## config.mk

```make
export PLATFORM = sky130hd
export DESIGN_NAME = edge_event_arbiter
export DESIGN_NICKNAME = d
export VERILOG_FILES = /design/src/rtl/edge_event_arbiter.sv
export SDC_FILE = /design/constraint.sdc
export NUM_CORES = 1
export LEC_CHECK = 0
export CAP_MARGIN = 20
export CORE_MARGIN = 2
export CORE_UTILIZATION = 44
export CTS_CLUSTER_SIZE = 40
export DETAILED_ROUTE_END_ITERATION = 16
export PLACE_DENSITY = 0.84
export SLEW_MARGIN = 20
export SYNTH_ARGS = -nofsm -noshare
export SYNTH_HDL_FRONTEND = slang
export SYNTH_SLANG_ARGS = --single-unit
```

## constraint.sdc

```tcl
create_clock -name clk -period 1.7 [get_ports clk]
set_input_delay 0.255 -clock clk [delete_from_list [all_inputs] [get_ports clk]]
set_output_delay 0.255 -clock clk [all_outputs]
set_load 0.02 [all_outputs]
```

## src/rtl/edge_event_arbiter.sv

```systemverilog
// ---------------------------------------------------------------------------
// edge_event_arbiter: per-channel edge detect, one-deep pending slot per
// channel, round-robin share of a single valid/ready event port.  Rev 1.0
// ---------------------------------------------------------------------------
`default_nettype none

module edge_event_arbiter #(
  parameter int  NUM_CH = 4,
  localparam int CH_W   = $clog2(NUM_CH)
) (
  input  logic              clk,
  input  logic              reset,
  input  logic [NUM_CH-1:0] d_in,
  input  logic [NUM_CH-1:0] rise_en,
  input  logic [NUM_CH-1:0] fall_en,
  output logic              evt_valid,
  input  logic              evt_ready,
  output logic [CH_W-1:0]   evt_ch,
  output logic              evt_is_rise,
  output logic [NUM_CH-1:0] overflow,
  input  logic              ovf_clr
);

  typedef enum logic {IDLE = 1'b0, HOLD = 1'b1} state_t;

  state_t            state;
  logic [NUM_CH-1:0] d_dly;
  logic [NUM_CH-1:0] pend;
  logic [NUM_CH-1:0] pend_rise;
  logic [CH_W-1:0]   rr_ptr;

  logic [NUM_CH-1:0] rise;
  logic [NUM_CH-1:0] fall;
  logic              gnt_found;
  logic [CH_W-1:0]   gnt_ch;
  logic              grant;
  logic [NUM_CH-1:0] gnt_onehot;
  logic [NUM_CH-1:0] pend_nxt;
  logic [NUM_CH-1:0] pend_rise_nxt;
  logic [NUM_CH-1:0] ovf_set;
  logic [CH_W-1:0]   rr_nxt;

  assign rise = d_in & ~d_dly & rise_en;
  assign fall = ~d_in & d_dly & fall_en;

  // Round-robin search: first pending channel at or after rr_ptr, wrapping.
  always_comb begin
    logic [CH_W:0]   sum;
    logic [CH_W-1:0] idx;
    gnt_found = 1'b0;
    gnt_ch    = '0;
    sum       = '0;
    idx       = '0;
    for (int off = 0; off < NUM_CH; off++) begin
      sum = {1'b0, rr_ptr} + (CH_W+1)'(off);
      if (sum >= (CH_W+1)'(NUM_CH)) begin
        sum = sum - (CH_W+1)'(NUM_CH);
      end
      idx = sum[CH_W-1:0];
      if (!gnt_found && pend[idx]) begin
        gnt_found = 1'b1;
        gnt_ch    = idx;
      end
    end
  end

  assign grant      = gnt_found && ((state == IDLE) || evt_ready);
  assign gnt_onehot = grant ? (NUM_CH'(1) << gnt_ch) : '0;
  assign rr_nxt     = (gnt_ch == CH_W'(NUM_CH - 1)) ? '0 : gnt_ch + 1'b1;

  // A slot granted this cycle is free to take a new edge in the same cycle.
  always_comb begin
    pend_nxt      = pend & ~gnt_onehot;
    pend_rise_nxt = pend_rise;
    ovf_set       = '0;
    for (int i = 0; i < NUM_CH; i++) begin
      if (rise[i] || fall[i]) begin
        if (!pend[i] || gnt_onehot[i]) begin
          pend_nxt[i]      = 1'b1;
          pend_rise_nxt[i] = rise[i];
        end else begin
          ovf_set[i] = 1'b1;
        end
      end
    end
  end

  always_ff @(posedge clk or posedge reset) begin
    if (reset) begin
      d_dly     <= '0;
      pend      <= '0;
      pend_rise <= '0;
      overflow  <= '0;
    end else begin
      d_dly     <= d_in;
      pend      <= pend_nxt;
      pend_rise <= pend_rise_nxt;
      overflow  <= (ovf_clr ? '0 : overflow) | ovf_set;
    end
  end

  always_ff @(posedge clk or posedge reset) begin
    if (reset) begin
      state       <= IDLE;
      rr_ptr      <= '0;
      evt_valid   <= 1'b0;
      evt_ch      <= '0;
      evt_is_rise <= 1'b0;
    end else begin
      case (state)
        IDLE: begin
          if (grant) begin
            evt_valid   <= 1'b1;
            evt_ch      <= gnt_ch;
            evt_is_rise <= pend_rise[gnt_ch];
            rr_ptr      <= rr_nxt;
            state       <= HOLD;
          end
        end
        HOLD: begin
          if (grant) begin
            evt_ch      <= gnt_ch;
            evt_is_rise <= pend_rise[gnt_ch];
            rr_ptr      <= rr_nxt;
          end else if (evt_ready) begin
            evt_valid <= 1'b0;
            state     <= IDLE;
          end
        end
        default: begin
          evt_valid <= 1'b0;
          state     <= IDLE;
        end
      endcase
    end
  end

endmodule

`default_nettype wire

```

After elaboration in Yosys (flattened, before gate mapping)

Index checks and enable logic that the tools add are counted.

Input port bits: 16
Bits in latches: 0
Logic and storage cells: 121
Bits in writable memories: 0
Memories kept: 0
Bits in read-only memories: 0
Bits in registers: 23

$add $sub $neg: 8
Div/mod/pow operators: 0
Bitwise operators: 10
Equal/unequal tests: 4
Order comparisons: 9
Reductions and logical operators: 25
Shift operators: 1
Mux-type cells: 52
Multiply operators: 0

Operators by type and width:

| kind                | count |
|---|---|
| $mux 1              | 32 |
| $mux 2              | 11 |
| $and 4x4->4         | 5 |
| $lt 2x3->1 const B  | 5 |
| $not 4->4           | 3 |
| $bmux 1 s2          | 5 |
| $ge 3x3->1 const B  | 3 |
| $logic_or 1x1->1    | 9 |
| $mux 4              | 2 |
| $reduce_and 2->1    | 4 |
| $sub 2x1->2 const B | 4 |
| $logic_not 1->1     | 7 |
| $add 2x2->3 const B | 2 |
| $ne 2x2->1 const B  | 3 |
| $logic_and 1x1->1   | 4 |
| $or 4x4->4          | 1 |
| $pmux 1 s2          | 2 |
| $shl 1x2->4 const A | 1 |
| $add 2x1->3 const B | 1 |
| $ge 2x3->1 const B  | 1 |
| $reduce_and 3->1    | 1 |
| $add 2x1->2 const B | 1 |
| $eq 2x2->1 const B  | 1 |
| $not 1->1           | 1 |

Depth between registers and ports, before layout

Gate-level depths: netlist of run 1.

Depth in word-level cells: 20
Depth in mapped cells: 5
Depth with buffers taken out: 5

Worst setup path before layout of run 1

No wires, ideal clock.

Kind: register to register
Start: register pend[3]
End: register pend_rise[3]
Buffers on the path: 0
Setup slack: 16 ps
Required time: 1576 ps
Cell stages (with the launch flop): 6
Period minus slack after synthesis: 1684 ps
Data arrival time: 1560 ps
Cells stage by stage: dfrtp_1 -> or4_4 -> and2_4 -> nand4_4 -> o21ai_2 -> a211o_1

Cells in the longest elaborated chain, start to end: 16
Elaborated cells on any way between the ends: 28
Classes of those cells: shift: 1; mux: 17; reduce/logical: 10

RTL lines:

| item                                                    | RTL line | source |
|---|---|---|
| from (decl)                                             | 28       | `logic [NUM_CH-1:0] pend;` |
| from (signal assigned)                                  | 96       | `pend <= pend_nxt;` |
| $bmux 1 s2                                              | 60       | `if (!gnt_found && pend[idx]) begin` |
| $mux 1 (not written as such)                            | 60       |  |
| $mux 1                                                  | 60       |  |
| $logic_not 1->1                                         | 60       |  |
| $logic_and 1x1->1                                       | 60       |  |
| $mux 1                                                  | 60       |  |
| $logic_not 1->1                                         | 60       |  |
| $logic_and 1x1->1                                       | 60       |  |
| $mux 1                                                  | 60       |  |
| $logic_not 1->1                                         | 60       |  |
| $logic_and 1x1->1                                       | 60       |  |
| $mux 2 / $mux 1 (equally long branches)                 | 60       |  |
| $shl 1x2->4 / $logic_and 1x1->1 (equally long branches) | 68, 67   |  |
| $mux 4                                                  | 68       | `assign gnt_onehot = grant ? (NUM_CH'(1) << gnt_ch) : '0;` |
| $logic_or 1x1->1 (*)                                    | 78       | `if (!pend[i] \|\| gnt_onehot[i]) begin` |
| $reduce_and 2->1 (no source line) (*)                   | -        |  |
| to (signal assigned)                                    | 97       | `pend_rise <= pend_rise_nxt;` |
| to (decl)                                               | 29       | `logic [NUM_CH-1:0] pend_rise;` |

Mark *: on every way between the ends. The rest lies on a longest branch, timed or not. The select of a mux whose other input is x is not followed.
A chain may end at the register's enable or synchronous reset.

Final worst setup path of run 1

Start: register pend[2]
End: register pend_rise[3]

Cells in the longest elaborated chain, start to end: 16
Elaborated cells on any way between the ends: 27
Classes of those cells: shift: 1; mux: 17; reduce/logical: 9

RTL lines:

| item                                                    | RTL line |
|---|---|
| $bmux 1 s2                                              | 60 |
| $mux 1 (not written as such)                            | 60 |
| $mux 1                                                  | 60 |
| $logic_not 1->1                                         | 60 |
| $logic_and 1x1->1                                       | 60 |
| $mux 1                                                  | 60 |
| $logic_not 1->1                                         | 60 |
| $logic_and 1x1->1                                       | 60 |
| $mux 1                                                  | 60 |
| $logic_not 1->1                                         | 60 |
| $logic_and 1x1->1                                       | 60 |
| $mux 2 / $mux 1 (equally long branches)                 | 60 |
| $shl 1x2->4 / $logic_and 1x1->1 (equally long branches) | 68, 67 |
| $mux 4 (*)                                              | 68 |
| $logic_or 1x1->1 (*)                                    | 78 |
| $reduce_and 2->1 (no source line) (*)                   | - |

Marked as above.

==> metrics.txt, run 1 <==
crit path max fanout 5; Synth area leaders dfrtp_1, nand2_1, inv_1, nor2_1, a31oi_1; Min-Delay Path Class primary input to async pin; clock skew 0.00489 ns; RR Startpoint pend[2]; vias in the first global route 925; Root Buffer clkbuf_4; maximum clock rate 0.584 GHz; simple-gate share of the synthesized area 21.4%; Max H-tree Level 1; maximum buffer depth of the clock tree 2; Mapped Area 1140 µm²; fin worst setup slack -0.0126 ns; Post-synth EDFFs 0; initial core utilization 46.3%; Post-synth top cells dfrtp_1, nand2_1, inv_1, nor2_1, a31oi_1; post-synth top area share 50.7%; CP Cell Sequence or4_4 -> and2_4 -> nand4_4 -> o21ai_2 -> a211o_1; die width 54.8 µm; Storage cell area 577 µm²; mux share of post-synthesis cell area 1.76%; Pwr Density 1710 nW/µm²; Post-Syn Instances 114; CTS tree built; CP Data Required Time 1.92 ns; vias after detailed routing 974; failing checks setup timing; post-DP HPWL 1940 µm; fin crit share 101%; initial antenna violation count 0; die area 3000 µm²; number of placed I/O pins 24; # fillers 200; gr usage total 18.9%; first-pass GRT wire length 3980 µm; Slew @ Worst Pin 0.377 ns; top_reg_cell synth dfrtp_1; Max VDD drop 1.13 mV; Worst-Skew Late Latency 0.32 ns; Netlist cell types 35; status complete, but fails checks; clock sink count 23; Startpoint Class register; IO Port Bufs 23; Routability Congestion 0.901; post-synthesis compound-gate area fraction 21.8%; Post-Synthesis Net Count 130; max-cap violations 0; Critical R2R Capture pend_rise[3]; min Tclk post-route 1.71 ns; CTS Buf Count 3; Worst setup EP type register; XOR/XNOR share of the synthesized area 0.771%; Mean Syn Cell Area 9.97 µm²; largest family of logic cells by synthesized area compound AO/OA/AOI/OAI gates; pre-CTS WS -0.0421 ns; Worst R2R Setup Slack -0.01 ns; placed cell areas 1490 µm²; Seq/Total Area, Yosys 50.7%; most common cell in the synthesized netlist dfrtp_1; YS warnings 0; drt pass-1 iters 4; Worst-path clk slew 0.13 ns; multi-input logic area 539 µm²; Crit-path slowest cell or4_4; largest net degree at the start of global routing 24; Critical Path Source pend[2]; Leak 0.701 nW; area grow syn2layout 36.5%; ant diodes 0; WL final 2480 µm; core area 2450 µm²; Largest stage delay, worst path 0.57 ns; #FFs+latches synth 23; final hold violation count 0; antenna-violating nets left 0; Avg Vias per Cell 5.29; num rows 18; WL per Instance 13.5 µm; # nets final 171; data arrival time of the critical path 1.93 ns; cell taking the most area after synthesis dfrtp_1; final setup violating endpoints 3; worst reg-to-reg path cell count 5; Synth Area in Adders 0%; Die Y 54.8 µm; ys async rst share 100%; max_slew headroom 74.7%; CP Class register to register; DRT iter0 DRCs 20; share of cells above drive strength 1 23.4%; RSZ-0062 raised after global routing true; final max-slew violation count 0; post-route DRC violation count 0; Overflow after GRT 0; design area 1550 µm²
==> worst max-delay path: cells and delay by family, from the launching register on <==
kind / cells / cell delay [ns]
AOI/OAI and AO/OA: 2 / 0.36
DFF: 1 / 0.43
and+or+nand+nor: 3 / 0.83
==> state kept, by name, indices dropped and copies added, names as in the netlist <==
register / flops
evt_valid: 1
overflow: 4
state: 1
evt_ch: 2
pend: 4
pend_rise: 4
rr_ptr: 2
d_dly: 4
evt_is_rise: 1
==> timing repair <==
item                       4_1_cts  5_1_grt
resized for setup                2        4
buffers inserted                 1        0
hold buffers                     0        0
setup endpoints to repair        3       10
==> cell families (layout without fill, tap and decap cells) <==
logic type / count (synthesis) / count (layout)
AOI/OAI and AO/OA: 31 / 31
xor gates and xnor gates: 1 / 1
buffers and inverters: 11 / 51
DFF: 23 / 23
muxes: 2 / 2
and+or+nand+nor: 46 / 46
==> layout by cell type (no fill, tap or decap), types with 2 or more instances in the layout <==
cell type / count
a211o_1: 3
a31oi_1: 6
and3b_1: 2
buf_4: 13
clkbuf_4: 3
clkdlybuf4s50_1: 23
dfrtp_1: 22
inv_1: 11
mux2i_1: 2
nand2_1: 21
nor2_1: 11
o211a_1: 2
o21ai_0: 3
o21ai_2: 4
o22ai_1: 3
==> final cells by class <==
class | count | share of cell area, %
Clock buffer | 3 | 1.45
Clock inverter | 1 | 0.323
Inverter | 11 | 2.66
Multi-Input combinational cell | 80 | 34.8
Sequential cell | 23 | 37.2
Tap cell | 30 | 2.42
Timing Repair Buffer | 36 | 21.1
==> power by group <==
group,internal (mW),switching (mW),leakage [nW]
Clock,0.0883,0.175,0.0177
Combinational,0.751,0.739,0.418
Sequential,0.731,0.168,0.265
Total,1.57,1.08,0.701
==> how the worst max path moves through the flow <==
stage                    to  slack [ns]  cells past startpoint
6_report       pend_rise[3]       -0.01                      5
5_1_grt        pend_rise[1]       -0.08                      5
4_1_cts        pend_rise[3]      -0.008                      5
3_5_place_dp   pend_rise[1]       -0.04                      6
3_3_place_gp   pend_rise[3]       -0.04                      6
2_1_floorplan  pend_rise[3]        0.02                      5
==> routing by layer <==
metal	wire length [µm]	global-route usage, %
met1	1100	24.2
met2	1260	30.8
met3	79	3.28
met4	37	9.17
met5	0	0
==> metrics by stage <==
| step | cells | total power, mW | hold WS, ns | utilization [%] | setup TNS [ns] |
|---|---|---|---|---|---|
| floorplan | 114 | 1.75 | 0.257 | - | 0 |
| global placement | 179 | 2.27 | 0.422 | 60.9 | -0.0711 |
| detailed placement | 179 | 2.32 | 0.444 | 60.9 | -0.0999 |
| CTS | 184 | 2.61 | 0.269 | 62.5 | -0.0151 |
| global route | 184 | 2.83 | 0.318 | 63.1 | -0.344 |
| finish | 184 | 2.65 | 0.254 | 63.1 | -0.0291 |
(Power assumes the default switching activity.)
==> run 2: changes to the inputs <==
RECOVER_POWER = 50   (was not set)
==> run 2 against run 1 <==
The run still ends with setup timing left. Cell area down 0.24%. First-iteration DRC count did not move. Core utilization decreased by 0.15 points. Die area stayed put. Clock skew is 0.0032 ns higher. Hold slack better by 0.21 ns. Largest cell class unchanged. Total power down 0.15%. Combinational power about the same. Wire length is essentially flat. Sequential power hardly changed. Critical path depth did not move.
==> metrics.txt, run 2 (same netlist as run 1, synthesis figures left out) <==
drt pass-1 iters 4; die area 3000 µm²; max_slew headroom 18.8%; most frequent cells in the layout dfrtp_1, nand2_1, clkdlybuf4s50_1; data arrival time of the critical path 1.94 ns; final setup violating endpoints 3; Root Buffer clkbuf_4; vias after detailed routing 964; Worst setup EP type register; WHS 0.461 ns; clock skew 0.00806 ns; CTS Hold Buffers Added 0; min Tclk post-route 1.71 ns; num rows 18; post-route DRC violation count 0; ant diodes 0; maximum clock rate 0.584 GHz; fin crit share 101%; first-pass GRT wire length 3980 µm; most common cell after layout, fill and taps aside dfrtp_1; Leak 0.699 nW; CTS tree built; Slew @ Worst Pin 1.22 ns; vias in the first global route 925; failing checks setup timing; initial core utilization 46.3%; Avg Vias per Cell 5.24; die width 54.8 µm; area grow syn2layout 36.1%; Min-Delay Path Class register to register; Max VDD drop 1.14 mV; crit path max fanout 5; Overflow after GRT 0; WL final 2480 µm; DRT iter0 DRCs 20; number of placed I/O pins 24; gr usage total 18.9%; # nets final 171; final hold violation count 0; RSZ-0062 raised after global routing true; Max H-tree Level 1; clock sink count 23; CP Data Required Time 1.92 ns; setup TNS -0.0239 ns; maximum buffer depth of the clock tree 2; Pwr Density 1710 nW/µm²; Routability Congestion 0.901; final max-slew violation count 0; WL per Instance 13.5 µm; share of cells above drive strength 1 22.7%; antenna-violating nets left 0; Worst-Skew Late Latency 0.33 ns; max-cap violations 0; # fillers 199; IO Port Bufs 23; initial antenna violation count 0; post-DP HPWL 1940 µm; CTS Buf Count 3; Die Y 54.8 µm; core area 2450 µm²; Worst-path clk slew 0.12 ns; fin worst setup slack -0.0129 ns; Startpoint Class register; CP Class register to register; largest net degree at the start of global routing 24; status complete, but fails checks
[run 2: cell type report]
cell class	instances	area (µm²)	area share, %
clock buffers	3	22.5	1.46
repair buffers	36	324	21.0
well taps	30	37.5	2.43
multi-input cells	80	539	34.9
inverters	11	41.3	2.67
clock inverters	1	5.00	0.324
flip-flops and latches	23	577	37.3
[run 2: final timing paths]
kind                          from            to  slack [ns]  cells after the start
setup / recovery           pend[2]  pend_rise[3]       -0.01                      5
hold / removal               state     evt_valid        0.46                      1
setup reg to reg           pend[2]  pend_rise[3]       -0.01                      5
hold reg to reg              state     evt_valid        0.46                      1
max in group asynchronous    reset       pend[0]        0.30                      3
min in group asynchronous    reset       pend[1]        0.60                      3
[run 2: what timing repair did]
| item | CTS | global route |
|---|---|---|
| setup buffers | 1 | 0 |
| pin swaps | 0 | 0 |
| setup endpoints to repair | 3 | 10 |
| resized for setup | 2 | 4 |
[run 2: worst max-delay path, stage by stage, from the launching register on]
cell     delay, ns
dfrtp_1       0.43
or4_4         0.57
and2_4        0.17
nand4_4       0.09
o21ai_2       0.07
a211o_1       0.29
[run 2: power by group]
group          total [mW]  switching [mW]  internal [mW]
Clock               0.265           0.177         0.0884
Combinational        1.49           0.737          0.748
Sequential          0.898           0.167          0.731
[run 2: metal layers]
metal	part of all wire, %	track usage [%]	wire, µm
met5	0	0	0
met3	3.4	3.28	84
met4	1.5	9.17	38
met2	50	30.8	1250
met1	45	24.2	1110
[run 2: metrics by stage]
stage          setup slack [ns]  power [mW]  util (%)  instances  area (µm²)
2_1_floorplan            0.0157        1.75         -        114        1140
3_3_place_gp            -0.0411        2.27      60.9        179        1490
3_5_place_dp            -0.0421        2.32      60.9        179        1490
4_1_cts                -0.00803        2.61      62.5        184        1530
5_1_grt                 -0.0789        2.83      63.0        184        1550
6_report                -0.0129        2.65      63.0        184        1550
